==> src/rtl/led_sequence_scheduler.sv <==
// led_sequence_scheduler
// Steps the board RGB LED through four colour/duration slots, with
// start/stop/restart control, a programmable pass count (0 = forever)
// and a one-cycle completion pulse. Durations are in millisecond ticks
// derived from a PRESCALE-cycle prescaler. All outputs are registered.
module led_sequence_scheduler #(
    parameter int PRESCALE = 12000,
    parameter int DUR_W    = 12
) (
    input  logic             WBs_CLK_i,
    input  logic             WBs_RST_n_i,
    input  logic             start_i,
    input  logic             stop_i,
    input  logic [7:0]       loop_cnt_i,
    input  logic [DUR_W-1:0] duration0_i,
    input  logic [DUR_W-1:0] duration1_i,
    input  logic [DUR_W-1:0] duration2_i,
    input  logic [DUR_W-1:0] duration3_i,
    input  logic [2:0]       color0_i,
    input  logic [2:0]       color1_i,
    input  logic [2:0]       color2_i,
    input  logic [2:0]       color3_i,
    output logic             led_r_o,
    output logic             led_g_o,
    output logic             led_b_o,
    output logic             busy_o,
    output logic [1:0]       slot_o,
    output logic             done_o
);

    localparam int               PRE_W   = (PRESCALE > 1) ? $clog2(PRESCALE) : 1;
    localparam logic [PRE_W-1:0] PRE_MAX = PRE_W'(PRESCALE - 1);

    typedef enum logic [1:0] {
        ST_IDLE = 2'd0,
        ST_RUN  = 2'd1,
        ST_DONE = 2'd2
    } state_t;

    state_t           state_reg;
    logic [1:0]       slot_reg;
    logic [PRE_W-1:0] pre_reg;
    logic [DUR_W-1:0] ms_reg;
    logic [7:0]       pass_reg;
    logic [7:0]       loop_reg;
    logic             zero_reg;   // current slot was entered with duration 0
    logic             busy_reg;
    logic             done_reg;
    logic [2:0]       led_reg;    // {r,g,b}

    // Slot inputs gathered into arrays so the entering slot can be muxed by index
    logic [DUR_W-1:0] dur_arr [4];
    logic [2:0]       col_arr [4];
    logic [3:0]       dur_nz;

    assign dur_arr[0] = duration0_i;
    assign dur_arr[1] = duration1_i;
    assign dur_arr[2] = duration2_i;
    assign dur_arr[3] = duration3_i;
    assign col_arr[0] = color0_i;
    assign col_arr[1] = color1_i;
    assign col_arr[2] = color2_i;
    assign col_arr[3] = color3_i;

    generate
        for (genvar gi = 0; gi < 4; gi++) begin : g_dur_nz
            assign dur_nz[gi] = |dur_arr[gi];
        end
    endgenerate

    logic             tick;
    logic             slot_end;
    logic             last_pass;
    logic             all_zero;
    logic             stop_acc;
    logic             start_acc;
    logic [7:0]       pass_inc;
    logic [1:0]       ent_idx;
    logic [DUR_W-1:0] ent_dur;
    logic [2:0]       ent_led;

    // Decode control requests and the values a slot entry would latch
    always_comb begin
        tick      = (pre_reg == PRE_MAX);
        // A zero slot ends after its single cycle; otherwise on the wrap taking ms 1 -> 0
        slot_end  = zero_reg | (tick & (ms_reg == DUR_W'(1)));
        pass_inc  = pass_reg + 8'd1;
        last_pass = (loop_reg != 8'd0) && (pass_inc == loop_reg);
        all_zero  = ~|dur_nz;
        // Stop only matters in RUN, and there it overrides a coincident start
        stop_acc  = (state_reg == ST_RUN) & stop_i;
        start_acc = start_i & ~stop_acc;
        ent_idx   = start_acc ? 2'd0 : slot_reg + 2'd1;
        ent_dur   = dur_arr[ent_idx];
        // Zero slot keeps the previous colour, except right after a start (LEDs off)
        ent_led   = dur_nz[ent_idx] ? col_arr[ent_idx]
                                    : (start_acc ? 3'b000 : led_reg);
    end

    // Scheduler FSM with prescaler, ms counter, pass counter and registered outputs
    always_ff @(posedge WBs_CLK_i or negedge WBs_RST_n_i) begin
        if (!WBs_RST_n_i) begin
            state_reg <= ST_IDLE;
            slot_reg  <= 2'd0;
            pre_reg   <= '0;
            ms_reg    <= '0;
            pass_reg  <= 8'd0;
            loop_reg  <= 8'd0;
            zero_reg  <= 1'b0;
            busy_reg  <= 1'b0;
            done_reg  <= 1'b0;
            led_reg   <= 3'b000;
        end else begin
            done_reg <= 1'b0;
            if (stop_acc) begin
                state_reg <= ST_IDLE;
                slot_reg  <= 2'd0;
                busy_reg  <= 1'b0;
                led_reg   <= 3'b000;
            end else if (start_acc) begin
                loop_reg <= loop_cnt_i;
                pass_reg <= 8'd0;
                if (all_zero) begin
                    state_reg <= ST_DONE;
                    done_reg  <= 1'b1;
                    slot_reg  <= 2'd0;
                    busy_reg  <= 1'b0;
                    led_reg   <= 3'b000;
                end else begin
                    state_reg <= ST_RUN;
                    slot_reg  <= ent_idx;
                    pre_reg   <= '0;
                    ms_reg    <= ent_dur;
                    zero_reg  <= ~dur_nz[ent_idx];
                    busy_reg  <= 1'b1;
                    led_reg   <= ent_led;
                end
            end else begin
                case (state_reg)
                    ST_RUN: begin
                        if (slot_end) begin
                            if (slot_reg == 2'd3) begin
                                pass_reg <= pass_inc;
                            end
                            if ((slot_reg == 2'd3) && last_pass) begin
                                state_reg <= ST_DONE;
                                done_reg  <= 1'b1;
                                slot_reg  <= 2'd0;
                                busy_reg  <= 1'b0;
                                led_reg   <= 3'b000;
                            end else begin
                                slot_reg <= ent_idx;
                                pre_reg  <= '0;
                                ms_reg   <= ent_dur;
                                zero_reg <= ~dur_nz[ent_idx];
                                led_reg  <= ent_led;
                            end
                        end else if (tick) begin
                            pre_reg <= '0;
                            ms_reg  <= ms_reg - DUR_W'(1);
                        end else begin
                            pre_reg <= pre_reg + PRE_W'(1);
                        end
                    end
                    ST_DONE: begin
                        state_reg <= ST_IDLE;
                    end
                    default: begin
                        state_reg <= ST_IDLE;
                    end
                endcase
            end
        end
    end

    assign led_r_o = led_reg[2];
    assign led_g_o = led_reg[1];
    assign led_b_o = led_reg[0];
    assign busy_o  = busy_reg;
    assign slot_o  = slot_reg;
    assign done_o  = done_reg;

endmodule
==> config.mk <==
export PLATFORM = sky130hd
export DESIGN_NAME = led_sequence_scheduler
export DESIGN_NICKNAME = d
export VERILOG_FILES = /design/src/rtl/led_sequence_scheduler.sv
export SDC_FILE = /design/constraint.sdc
export NUM_CORES = 1
export LEC_CHECK = 0
export BUFFER_PORTS_ARGS = -buffer_cell sky130_fd_sc_hd__buf_2
export CORE_MARGIN = 8
export CORE_UTILIZATION = 36
export CTS_CLUSTER_DIAMETER = 120
export DETAILED_ROUTE_END_ITERATION = 16
export PLACE_DENSITY = 0.66
export RECOVER_POWER = 50
export SYNTH_ARGS = -nofsm -noshare
export SYNTH_HDL_FRONTEND = slang
export SYNTH_SLANG_ARGS = --single-unit
==> constraint.sdc <==
create_clock -name WBs_CLK_i -period 3.2 [get_ports WBs_CLK_i]
set_input_delay 0.16 -clock WBs_CLK_i [delete_from_list [all_inputs] [get_ports WBs_CLK_i]]
set_output_delay 0.16 -clock WBs_CLK_i [all_outputs]
set_load 0.005 [all_outputs]
==> metrics.cfg <==
[grt]
grt_remaining_overflow=0
grt_pass1_wl_um=17730
grt_pass1_vias=3681
track_usage=0.1614
antenna_found_initial=0
grt_max_degree=30

[logic_synthesis]
synth-adder-area-share=0.01729
ys_seq_area_frac=0.3596
synth_cell_types=53
syn_area_per_cell_um2=8.131
synth-edff-count=0
synthMuxAreaShare=0.06743
synthFlopType=dfrtp_1
synth_compound_gate_area_share=0.2303
synth_common_cells=57 x nand2_1, 52 x dfrtp_1, 48 x o21ai_0, 26 x nand3_1, 26 x nor2_1
yosys.area_share.simple=0.2631
synthesis.area_um2=3618
synth_xor_area_frac=0.01694
yosysTopAreaCell=dfrtp_1
syn_inst=445
synth.area.top_cells=dfrtp_1 36%, o21ai_0 6.6%, nand2_1 5.9%, nand3_1 3.6%, mux2_2 3.4%
synth_fp_nets=522
async_flop_share=1.000
ys_warn_count=0
post-synth-top-count-cell=nand2_1
synth-seq-cells=52
synth.top_cell.area_share=0.3596
synth_top_family_by_area=simple AND/OR/NAND/NOR gates

[finish]
largest_reg_flops=14
antenna_cells=0
n_fill_cell=985
drive_gt1_frac=0.2124
register_area_um2=1301
fin_nets=594
syn_to_final_growth_pct=17.08
multiInputGateArea_um2=2160

[timing]
hold_viol=0
min_period_over_period=0.8621
fin_crit_ps=2759
rsz0062_at_grt=false
finalMaxSlewViolations=0
tns_ps=0
max_freq_ghz=0.3625
worst_pin_slew_ps=1319
skew_ps=7.890
maxSlewHeadroom=0.1209
setup_violations=0

[critical_path]
rr_startpoint=pass_reg[0]
crit_path_start_kind=flop
worst-setup-path-type=reg -> reg
startpoint=pass_reg[0]
worstSetupEndpointType=flop
worstPathMaxFanout=8
r2r_cells=8
arrival_ps=2960
cp.required_ps=3400

[floorplan]
die_h_um=116.3
io_pins=79
row_count=36
initial_core_util=0.3702
dieArea_um2=13520
die_x_um=116.3
coreArea_um2=9774

[placement]
hpwl_um=8342
gp_routability_congestion=0.9106
io_buffers=78

[clock_network]
numCtsBuffers=5
cts-root-buf=clkbuf_8
clkLatencyLatePin_ps=310
post-cts-setup-buffers=0
postCtsResizedCells=0
clk_pin_slew_worst_paths_ps=100
cts_buffer_depth=2
cts_tree=yes
clock-sinks=52
htreeDepth=2

[routing]
vias=3676
drtIter0Drc=347
vias_per_cell=5.647
drtPass1Iterations=4
finalWirelength_um=10850
drc=0
antenna_left=0
wire_per_inst_um=16.67

[worst_hold_path]
holdPathStages=3
min_from=loop_cnt_i[1]
hp-class=in -> reg

[status]
status=finished clean

[pwr]
power-per-cell-area_nw_per_um2=444.7
ir_worst_vdd_mv=0.1863
total_leakage_power_nw=1.901
finalPower_mw=1.884

[run]
cap_violations=0

repair_timing:
item,4_1_cts,5_1_grt
endpoints found under the hold margin,23,0
endpoints found under the setup margin,0,0
hold buffers,1,0
metal layers:
metal / GRT usage / wire length (um) / vias up
met5: 0 / 0 / -
met4: 0.03976 / 112 / 0
met3: 0.03102 / 532 / 10
met2: 0.2720 / 5392 / 96
met1: 0.2072 / 4813 / 1768
li1: - / - / 1802
power by group:
group          switching [mW]  total, mW  internal (mW)
clock network           0.227      0.400          0.173
logic                   0.347      0.599          0.252
registers               0.120      0.885          0.765
worst paths after layout:
kind	endpoint	slack [ps]
setup / recovery	ms_reg[1]	440
hold / removal	loop_reg[1]	30
setup reg to reg	ms_reg[1]	440
hold reg to reg	pre_reg[13]	480
max in group asynchronous	pre_reg[4]	1120
min in group asynchronous	pass_reg[6]	660
stage by stage:
step | util | setup WS [ps] | hold WS (ps) | area, um^2 | cells
2_1_floorplan | - | 753.8 | -135.6 | 3618 | 445
3_3_place_gp | 0.4241 | 571.3 | 171.1 | 4145 | 642
3_5_place_dp | 0.4241 | 475.5 | 176.0 | 4145 | 642
4_1_cts | 0.4346 | 462.6 | 28.48 | 4248 | 651
5_1_grt | 0.4334 | 228.8 | 19.54 | 4237 | 651
6_report | 0.4334 | 441.4 | 32.91 | 4237 | 651
cell type report:
cell class	count	area share
Inverter	14	0.01240
Clock buffer	6	0.01949
Timing Repair Buffer	89	0.1096
Tap cell	133	0.03928
Sequential cell	52	0.3071
Clock inverter	2	0.002363
Multi-Input combinational cell	355	0.5097
cell families after synthesis:
family | after synthesis
multiplexers | 23
buffers and inverters | 38
adder cells (fa/ha/maj) | 5
XOR/XNOR | 7
AO/OA/AOI/OAI | 132
AND/OR/NAND/NOR | 188
flip-flops | 52
critical path, cell delays in order (launching register included):
cell and delay [ps]:
dfrtp_1 450, ha_1 290, and3_1 230, a211oi_1 250, a211oi_1 90, o221a_2 320
a31o_1 220, nor2_1 430, mux2_2 390
cell usage in the layout, fill, tap and decap left out, drive strengths merged, types with 7 or more instances in the layout:
cell / netlist / routed
o21ai: 50 / 50
buf: 8 / 82
a31oi: 13 / 13
nand2: 58 / 58
nor3: 7 / 7
nand3: 26 / 26
nor4: 16 / 16
mux2i: 12 / 12
inv: 13 / 13
nand2b: 10 / 10
a21oi: 24 / 24
and3: 11 / 11
dfrtp: 52 / 52
mux2: 11 / 11
a211oi: 8 / 8
clkbuf: 16 / 12
and2: 10 / 10
nor2: 26 / 26
Note: power is estimated with default switching activity, not from simulation.
